--- config.mk ---
export PLATFORM = sky130hd
export DESIGN_NAME = frame_stream_ctrl
export DESIGN_NICKNAME = d
export VERILOG_FILES = /design/src/rtl/image_proc_pkg.sv /design/src/rtl/frame_checksum.sv /design/src/rtl/frame_stream_ctrl.sv
export SDC_FILE = /design/constraint.sdc
export NUM_CORES = 1
export LEC_CHECK = 0
export ABC_CLOCK_PERIOD_IN_PS = 3680
export BUFFER_PORTS_ARGS = -buffer_cell sky130_fd_sc_hd__buf_2
export CORE_UTILIZATION = 45
export CTS_CLUSTER_DIAMETER = 120
export DETAILED_ROUTE_END_ITERATION = 7
export GPL_ROUTABILITY_DRIVEN = 0
export PLACE_DENSITY = 0.74
export SYNTH_ARGS = -nofsm -noshare
export SYNTH_HDL_FRONTEND = slang
export SYNTH_SLANG_ARGS = --single-unit
--- constraint.sdc ---
create_clock -name clk -period 3.68 [get_ports clk]
set_input_delay 0.184 -clock clk [delete_from_list [all_inputs] [get_ports clk]]
set_output_delay 0.184 -clock clk [all_outputs]
set_load 0.02 [all_outputs]
--- src/rtl/image_proc_pkg.sv ---
// -----------------------------------------------------------------------------
// image_proc_pkg
// Shared definitions for the image-processing frame sequencer:
//   CH_W, CHANNELS, PIX_W : default pixel geometry (8-bit RGB, red in MSBs)
//   pixel_t               : packed pixel {ch[CHANNELS-1] .. ch[0]}
//   stream_state_t        : per-pixel sequencing states of frame_stream_ctrl
// -----------------------------------------------------------------------------
package image_proc_pkg;

  localparam int CH_W     = 8;
  localparam int CHANNELS = 3;
  localparam int PIX_W    = CH_W * CHANNELS;

  typedef logic [PIX_W-1:0] pixel_t;

  typedef enum logic [2:0] {
    IDLE,
    FETCH,
    WAIT,
    ISSUE,
    COLLECT,
    WRITE,
    DONE
  } stream_state_t;

endpackage

--- src/rtl/frame_checksum.sv ---
// -----------------------------------------------------------------------------
// frame_checksum
// Running modulo-2^32 sum of every pixel written to the destination RAM.
// Only instantiated when FRAME_STREAM_CHECKSUM_EN is defined.
// Ports:
//   clk      : clock, rising edge
//   reset    : asynchronous active-low reset
//   clear    : zero the sum (accepted frame start)
//   add_en   : add add_data this cycle (destination write strobe)
//   add_data : pixel being written, zero-extended before the add
//   sum      : accumulated frame checksum; holds between frames
// -----------------------------------------------------------------------------
module frame_checksum #(
  parameter int PIX_W = 24
) (
  input  logic             clk,
  input  logic             reset,
  input  logic             clear,
  input  logic             add_en,
  input  logic [PIX_W-1:0] add_data,
  output logic [31:0]      sum
);

  logic [31:0] r_sum;
  logic [31:0] w_ext;

  // Pixels wider than 32 bits contribute only their low word.
  assign w_ext = 32'(add_data);

  always_ff @(posedge clk or negedge reset) begin
    if (!reset) begin
      r_sum <= '0;
    end else if (clear) begin
      r_sum <= '0;
    end else if (add_en) begin
      r_sum <= r_sum + w_ext;
    end
  end

  assign sum = r_sum;

endmodule

--- src/rtl/frame_stream_ctrl.sv ---
// -----------------------------------------------------------------------------
// frame_stream_ctrl
// Per-frame pixel sequencer: reads each pixel from the source RAM, hands it
// to the processing core over the proc_start/proc_done handshake and writes
// the result to the destination RAM at the same index.
// Optional feature: define FRAME_STREAM_CHECKSUM_EN to add output frame_sum.
// Ports:
//   clk, reset     : clock (rising edge), asynchronous active-low reset
//   start, abort   : frame start pulse (idle only); synchronous abort
//   busy           : frame in progress (cycle after accepted start .. DONE)
//   frame_done     : one-cycle pulse on last write or on timeout
//   timeout_err    : sticky core-timeout flag, cleared by accepted start
//   src_en/addr/data : source RAM read port, data RD_LAT cycles after src_en
//   proc_start/pix : pixel handed to the core (one-cycle strobe)
//   proc_done/res  : core result, valid while proc_done is high
//   dst_we/addr/data : destination RAM write port
//   frame_sum      : (FRAME_STREAM_CHECKSUM_EN) sum of written pixels mod 2^32
// -----------------------------------------------------------------------------
module frame_stream_ctrl #(
  parameter int PIXELS   = 41750,
  parameter int ADDR_W   = 16,
  parameter int CH_W     = 8,
  parameter int CHANNELS = 3,
  parameter int RD_LAT   = 1,
  parameter int TIMEOUT  = 64,
  localparam int PIX_W   = CH_W * CHANNELS
) (
  input  logic              clk,
  input  logic              reset,
  input  logic              start,
  input  logic              abort,
  output logic              busy,
  output logic              frame_done,
  output logic              timeout_err,
  output logic              src_en,
  output logic [ADDR_W-1:0] src_addr,
  input  logic [PIX_W-1:0]  src_data,
  output logic              proc_start,
  output logic [PIX_W-1:0]  proc_pix,
  input  logic              proc_done,
  input  logic [PIX_W-1:0]  proc_res,
  output logic              dst_we,
  output logic [ADDR_W-1:0] dst_addr,
  output logic [PIX_W-1:0]  dst_data
`ifdef FRAME_STREAM_CHECKSUM_EN
  ,
  output logic [31:0]       frame_sum
`endif
);

  import image_proc_pkg::*;

  localparam int TMR_W = $clog2(TIMEOUT + 1);
  localparam int LAT_W = 3;

  stream_state_t     r_state;
  stream_state_t     w_state_nxt;
  logic [ADDR_W-1:0] r_idx;
  logic [LAT_W-1:0]  r_lat;
  logic [TMR_W-1:0]  r_timer;
  logic [PIX_W-1:0]  r_pix;
  logic [PIX_W-1:0]  r_dst_data;
  logic              r_timeout_err;

  logic w_accept;
  logic w_last_pix;
  logic w_lat_done;
  logic w_timer_hit;
  logic w_timeout;

  // A start coinciding with abort is dropped: abort always wins.
  assign w_accept    = (r_state == IDLE) && start && !abort;
  assign w_last_pix  = (r_idx == ADDR_W'(PIXELS - 1));
  assign w_lat_done  = (r_lat == LAT_W'(RD_LAT - 1));
  assign w_timer_hit = (r_timer == TMR_W'(TIMEOUT));
  assign w_timeout   = (r_state == COLLECT) && !proc_done && w_timer_hit && !abort;

  // NOTE: sequential state uses non-blocking (<=) so every register samples
  // pre-edge values; blocking here would create order-dependent races.
  always_ff @(posedge clk or negedge reset) begin
    if (!reset) begin
      r_state <= IDLE;
    end else begin
      r_state <= w_state_nxt;
    end
  end

  // NOTE: the default assignment first keeps every path of this block
  // assigned, so no latch is inferred for unlisted cases.
  always_comb begin
    w_state_nxt = r_state;
    unique case (r_state)
      IDLE:    if (start) w_state_nxt = FETCH;
      FETCH:   w_state_nxt = WAIT;
      WAIT:    if (w_lat_done) w_state_nxt = ISSUE;
      ISSUE:   w_state_nxt = COLLECT;
      COLLECT: begin
        if (proc_done)        w_state_nxt = WRITE;
        else if (w_timer_hit) w_state_nxt = DONE;
      end
      WRITE:   w_state_nxt = w_last_pix ? DONE : FETCH;
      DONE:    w_state_nxt = IDLE;
      default: w_state_nxt = IDLE;
    endcase
    if (abort) w_state_nxt = IDLE;
  end

  // NOTE: datapath registers are reset too, so every output reads 0 the
  // moment reset asserts, not just the state-decoded strobes.
  always_ff @(posedge clk or negedge reset) begin
    if (!reset) begin
      r_idx         <= '0;
      r_lat         <= '0;
      r_timer       <= '0;
      r_pix         <= '0;
      r_dst_data    <= '0;
      r_timeout_err <= 1'b0;
    end else begin
      if (w_accept) begin
        r_idx <= '0;
      end else if ((r_state == WRITE) && !w_last_pix && !abort) begin
        r_idx <= r_idx + ADDR_W'(1);
      end

      // Latency counter: FETCH arms it, WAIT counts up to RD_LAT-1.
      if (r_state == FETCH) begin
        r_lat <= '0;
      end else if (r_state == WAIT) begin
        r_lat <= r_lat + LAT_W'(1);
      end

      if ((r_state == WAIT) && w_lat_done) begin
        r_pix <= src_data;
      end

      // Timer saturates at TIMEOUT; the COLLECT cycle that sees it exits.
      if (r_state == ISSUE) begin
        r_timer <= '0;
      end else if ((r_state == COLLECT) && !proc_done && !w_timer_hit) begin
        r_timer <= r_timer + TMR_W'(1);
      end

      if ((r_state == COLLECT) && proc_done) begin
        r_dst_data <= proc_res;
      end

      if (w_accept) begin
        r_timeout_err <= 1'b0;
      end else if (w_timeout) begin
        r_timeout_err <= 1'b1;
      end
    end
  end

  assign busy        = (r_state != IDLE);
  assign frame_done  = (r_state == DONE);
  assign src_en      = (r_state == FETCH);
  assign proc_start  = (r_state == ISSUE);
  assign dst_we      = (r_state == WRITE);
  assign src_addr    = r_idx;
  assign dst_addr    = r_idx;
  assign proc_pix    = r_pix;
  assign dst_data    = r_dst_data;
  assign timeout_err = r_timeout_err;

`ifdef FRAME_STREAM_CHECKSUM_EN
  frame_checksum #(
    .PIX_W (PIX_W)
  ) u_checksum (
    .clk      (clk),
    .reset    (reset),
    .clear    (w_accept),
    .add_en   (dst_we),
    .add_data (dst_data),
    .sum      (frame_sum)
  );
`endif

endmodule

# Word level (Yosys, flattened, before mapping)
# Cells that the tools add are included.
totals:
  in_bits: 53
  reg_bits: 78
classes:
  mux: 15
  n_addsub: 3
  reduce_logical: 22
  eq_ne: 11
op_table:
  columns: ["operator", "count"]
  rows:
  - ["two-way mux 16 bit", 2]
  - ["two-way mux 3 bit", 8]
  - ["one-hot mux 3 bit (6 select lines)", 1]
  - ["adder 16 x 1 -> 16 bit (second input constant)", 1]
  - ["equality test 16 bit (second input constant)", 1]
  - ["two-way mux 7 bit", 2]
  - ["logical AND 1 bit", 10]
  - ["equality test 3 bit (second input constant)", 3]
  - ["nonzero test 2 bit", 4]
  - ["adder 7 x 1 -> 7 bit (second input constant)", 1]
  - ["equality test 7 bit (second input constant)", 1]
  - ["equality test 3 x 2 -> 1 bit (second input constant)", 2]
  - ["zero test 3 bit", 2]
  - ["!= test 3 bit (second input constant)", 2]
  - ["zero test 1 bit", 4]
  - ["!= test 4 bit (second input constant)", 1]
  - ["adder 3 x 1 -> 3 bit (second input constant)", 1]
  - ["equality test 3 x 1 -> 1 bit (second input constant)", 1]
  - ["AND reduction 3 bit", 1]
  - ["nonzero test 3 bit", 1]
  - ["two-way mux 1 bit", 2]

# Logic depth before layout (Yosys ltp)
logic_depth:
  ltp_word: 6
  depth_mapped: 8
  depth_no_buf: 6

# Worst setup path after synthesis
# No wires, ideal clock.
synth_timing:
  kind: "reg-to-reg"
  startpoint: "register r_idx[1] (netlist: dst_addr[1])"
  endpoint: "register r_idx[9] (netlist: dst_addr[9])"
  arrival_time_ps: 1836
  setup_ps: 78
  stages_incl_launch_ff: 8
  slack_ps: 1766
  t_required_ps: 3602
  cell_sequence: "dfrtp_1 > inv_1 > ha_1 > nor4bb_1 > and4_1 > buf_2 > or4_1 > a21oi_1"
synth_via:
  elab_chain_len: 5
synth_rtl:
  columns: ["item", "line_no", "source"]
  rows:
  - ["start: declaration", "frame_stream_ctrl.sv:58", "logic [ADDR_W-1:0] r_idx;"]
  - ["start signal: assignment", "frame_stream_ctrl.sv:122", "r_idx <= r_idx + ADDR_W'(1);"]
  - ["branches (longest 5 deep; another with adder 16 x 1 -> 16 bit)", null, null]
# Several ways; the timed one is not identified. The select of a mux whose other input is x is not followed.
# A chain may end at the register's enable or synchronous reset.

# Worst setup path in the final report
layout_timing:
  startpoint: "register r_state[2]"
  endpoint: "register r_dst_data[14] (netlist: dst_data[14])"
layout_via:
  elab_chain_len: 2
layout_rtl:
  columns: ["item", "line_no", "source"]
  rows:
  - ["start: declaration", "frame_stream_ctrl.sv:56", "stream_state_t r_state;"]
  - ["start signal: assignment", "frame_stream_ctrl.sv:84", "r_state <= w_state_nxt;"]
  - ["equality test 3 bit", "frame_stream_ctrl.sv:143", "if ((r_state == COLLECT) && proc_done) begin"]
  - ["logical AND 1 bit", "frame_stream_ctrl.sv:143", null]
  - ["end signal: assignment", "frame_stream_ctrl.sv:144", "r_dst_data <= proc_res;"]
  - ["end: declaration", "frame_stream_ctrl.sv:62", "logic [PIX_W-1:0] r_dst_data;"]
# Every way passes these cells.

==> impl_metrics.json <==
{
  "port_buffers": 138,
  "wirelength_mm": 7.72,
  "numCtsBuffers": 9,
  "timing.rr.end": "dst_data[14]",
  "critPathMaxStageDelay_ns": 0.88,
  "post_cts_resized": 0,
  "setup_violations": 0,
  "rsz0062_at_grt": "no",
  "io_pins": 139,
  "grt_start_max_net_pins": 79,
  "nets": 496,
  "tns_ns": 0,
  "grt_pass1_wl_mm": 12.1,
  "die_h_um": 92.6,
  "cts.sinks": 78,
  "critPathCaptureType": "register",
  "cts.path.max_buffers": 2,
  "synth_seq_cells": 78,
  "worstMarginPinSlew_ns": 1.06,
  "grt-ovfl-total": 0,
  "min_path_type": "input pin to async pin",
  "crit_path_top_delay_cell": "and2_1",
  "cp-start-kind": "register",
  "postCtsHoldBufs": 0,
  "reg2reg_slack_ns": 1.35,
  "cts_tree": "done",
  "postCtsSetupBuffers": 0,
  "arrival_ns": 2.55,
  "dp_hpwl_mm": 5.55,
  "place_area_um2": 4350,
  "finClkSkew_ns": 0.0109,
  "fmax_mhz": 429,
  "dr.first_iter.drc_count": 100,
  "syn_nets": 374,
  "final_common_cell": "buf_2",
  "final_cell_mix": "buf_2 (137), dfrtp_1 (78), mux2_2 (48)",
  "htreeDepth": 3,
  "num_rows": 32,
  "power-per-cell-area_nw_per_um2": 630,
  "drc_errors": 0,
  "clk_latency_ns": 0.34,
  "final_area_um2": 4550,
  "vias": 2866,
  "path_max_fanout": 25,
  "status": "complete, but fails checks",
  "synth-async-reset-ratio_pct": 100,
  "crit_chain": "nor3b_1 > and2_1 > mux2_2",
  "violations": "hold timing",
  "synthFlopType": "dfrtp_1",
  "viasPerCell": 5.27,
  "ys_seq_area_share_pct": 52.9,
  "grt_usage_pct": 17.9,
  "drv_cap": 0,
  "syn_avg_cell_area_um2": 11.7,
  "die_w_um": 92.6,
  "cp_top_family": "simple AND/OR/NAND/NOR gates",
  "antenna_found_initial": 0,
  "root_buffer": "clkbuf_8",
  "final_hold_viol_count": 15,
  "dieArea_um2": 8570,
  "insertedDiodeCount": 0,
  "clkTransAtPathRegs_ns": 0.08,
  "r2r_cells": 3,
  "core_um2": 7850,
  "post_drt_wl_per_cell_um": 14.2,
  "power.leakage_nw": 2.32,
  "drv_slew": 0,
  "syn_inst": 315,
  "vdd_drop_max_v": 0.000329,
  "crit_buf_inv": 0,
  "nFillCells": 680,
  "cp.depth": 3,
  "fin_crit_ns": 2.33,
  "slew_headroom_pct": 29.1,
  "fin_worst_hold_slack_ns": -0.00930,
  "rr_startpoint": "r_state[2]",
  "p_total_mw": 2.87,
  "synth_enable_flop_cells": 0,
  "ys_types": 44,
  "grt_pass1_vias": 2656,
  "critical_path_class": "register to register",
  "antenna_left": 0,
  "first_pass_iters": 4,
  "layout-drive-gt1-share_pct": 46.8,
  "yosysWarnings": 0,
  "dpl_worst_slack_ns": 1.40,
  "syn_to_final_growth_pct": 23.4,
  "fin_crit_sh_pct": 63.3,
  "netlist_area_um2": 3690,
  "start_util_pct": 47.0,
  "setup_ws_ns": 1.35,
  "required_ns": 3.90
}
kinds of logic (layout without fill, tap and decap cells):
kind of cell / after synthesis / after routing / share of synthesized area [%]
XOR/XNOR: 7 / 7 / 1.66
flip-flops: 78 / 78 / 52.9
multiplexers: 53 / 53 / 16.0
buffers and inverters: 40 / 167 / 5.97
AND/OR/NAND/NOR: 88 / 88 / 14.2
AO/OA/AOI/OAI: 43 / 43 / 7.25
adder cells (fa/ha/maj): 6 / 6 / 2.03
worst max-delay path by stage:
stage	start	endpoint
6_report	r_state[2]	dst_data[14]
2_1_floorplan	dst_addr[1]	dst_addr[9]
3_5_place_dp	r_state[2]	dst_data[14]
3_3_place_gp	r_state[2]	dst_data[20]
5_1_grt	r_state[2]	dst_data[6]
4_1_cts	r_state[2]	dst_data[14]
where the power goes:
group	internal [mW]	leakage [nW]	total, mW	switching (mW)
Combinational	0.420	1.20	0.991	0.570
Sequential	1.08	1.02	1.22	0.138
Clock	0.340	0.101	0.657	0.317
Total	1.84	2.32	2.87	1.03
state kept, by name (all words and copies together), names as in the netlist:
signal,cells
timeout_err,1
r_state,3
dst_addr,16
proc_pix,24
r_timer,7
r_lat,3
dst_data,24
metrics by stage:
stage	util, %	std cells
2_1_floorplan	-	315
3_3_place_gp	55.4	528
3_5_place_dp	55.4	528
4_1_cts	58.0	544
5_1_grt	58.0	544
6_report	58.0	544
cell usage after synthesis (3+ instances only):
master    count  area share [%]
dfrtp_1      78              53
mux2_2       48              15
nand2_1      17             1.7
buf_4        16             3.3
a21oi_1      14             1.9
inv_1        11             1.1
nor2_1       11             1.1
o21ai_0       9             1.2
buf_2         8             1.1
or4_1         8             1.6
nand4_1       7             1.2
o31ai_1       7             1.4
ha_1          6             2.0
nand3_1       6            0.81
clkbuf_1      5            0.51
mux2i_1       5             1.4
xor2_1        5             1.2
and2_1        4            0.68
and3_1        4            0.68
and4_1        4            0.95
nand2b_1      4            0.68
nor3_1        4            0.54
nor3b_1       3            0.61
nor4_1        3            0.51
or3_1         3            0.51
metal layers:
metal	routed length, um	track usage [%]	share of wire [%]	up-vias
met3	479	3.28	6.2	10
met5	0	0	0	-
met2	3860	29.3	50	102
met1	3270	23.1	42	1397
met4	104	7.81	1.3	0
li1	-	-	-	1357
final cells by class:
class                   count  area, um^2  area share (%)
flip-flops and latches     78        1950            42.9
multi-input cells         197        1520            33.4
repair buffers            140         708            15.6
clock buffers              11         141            3.11
well taps                 102         128            2.80
clock inverters             5        63.8            1.40
inverters                  11        41.3           0.907
Note: power is estimated with default switching activity, not from simulation.
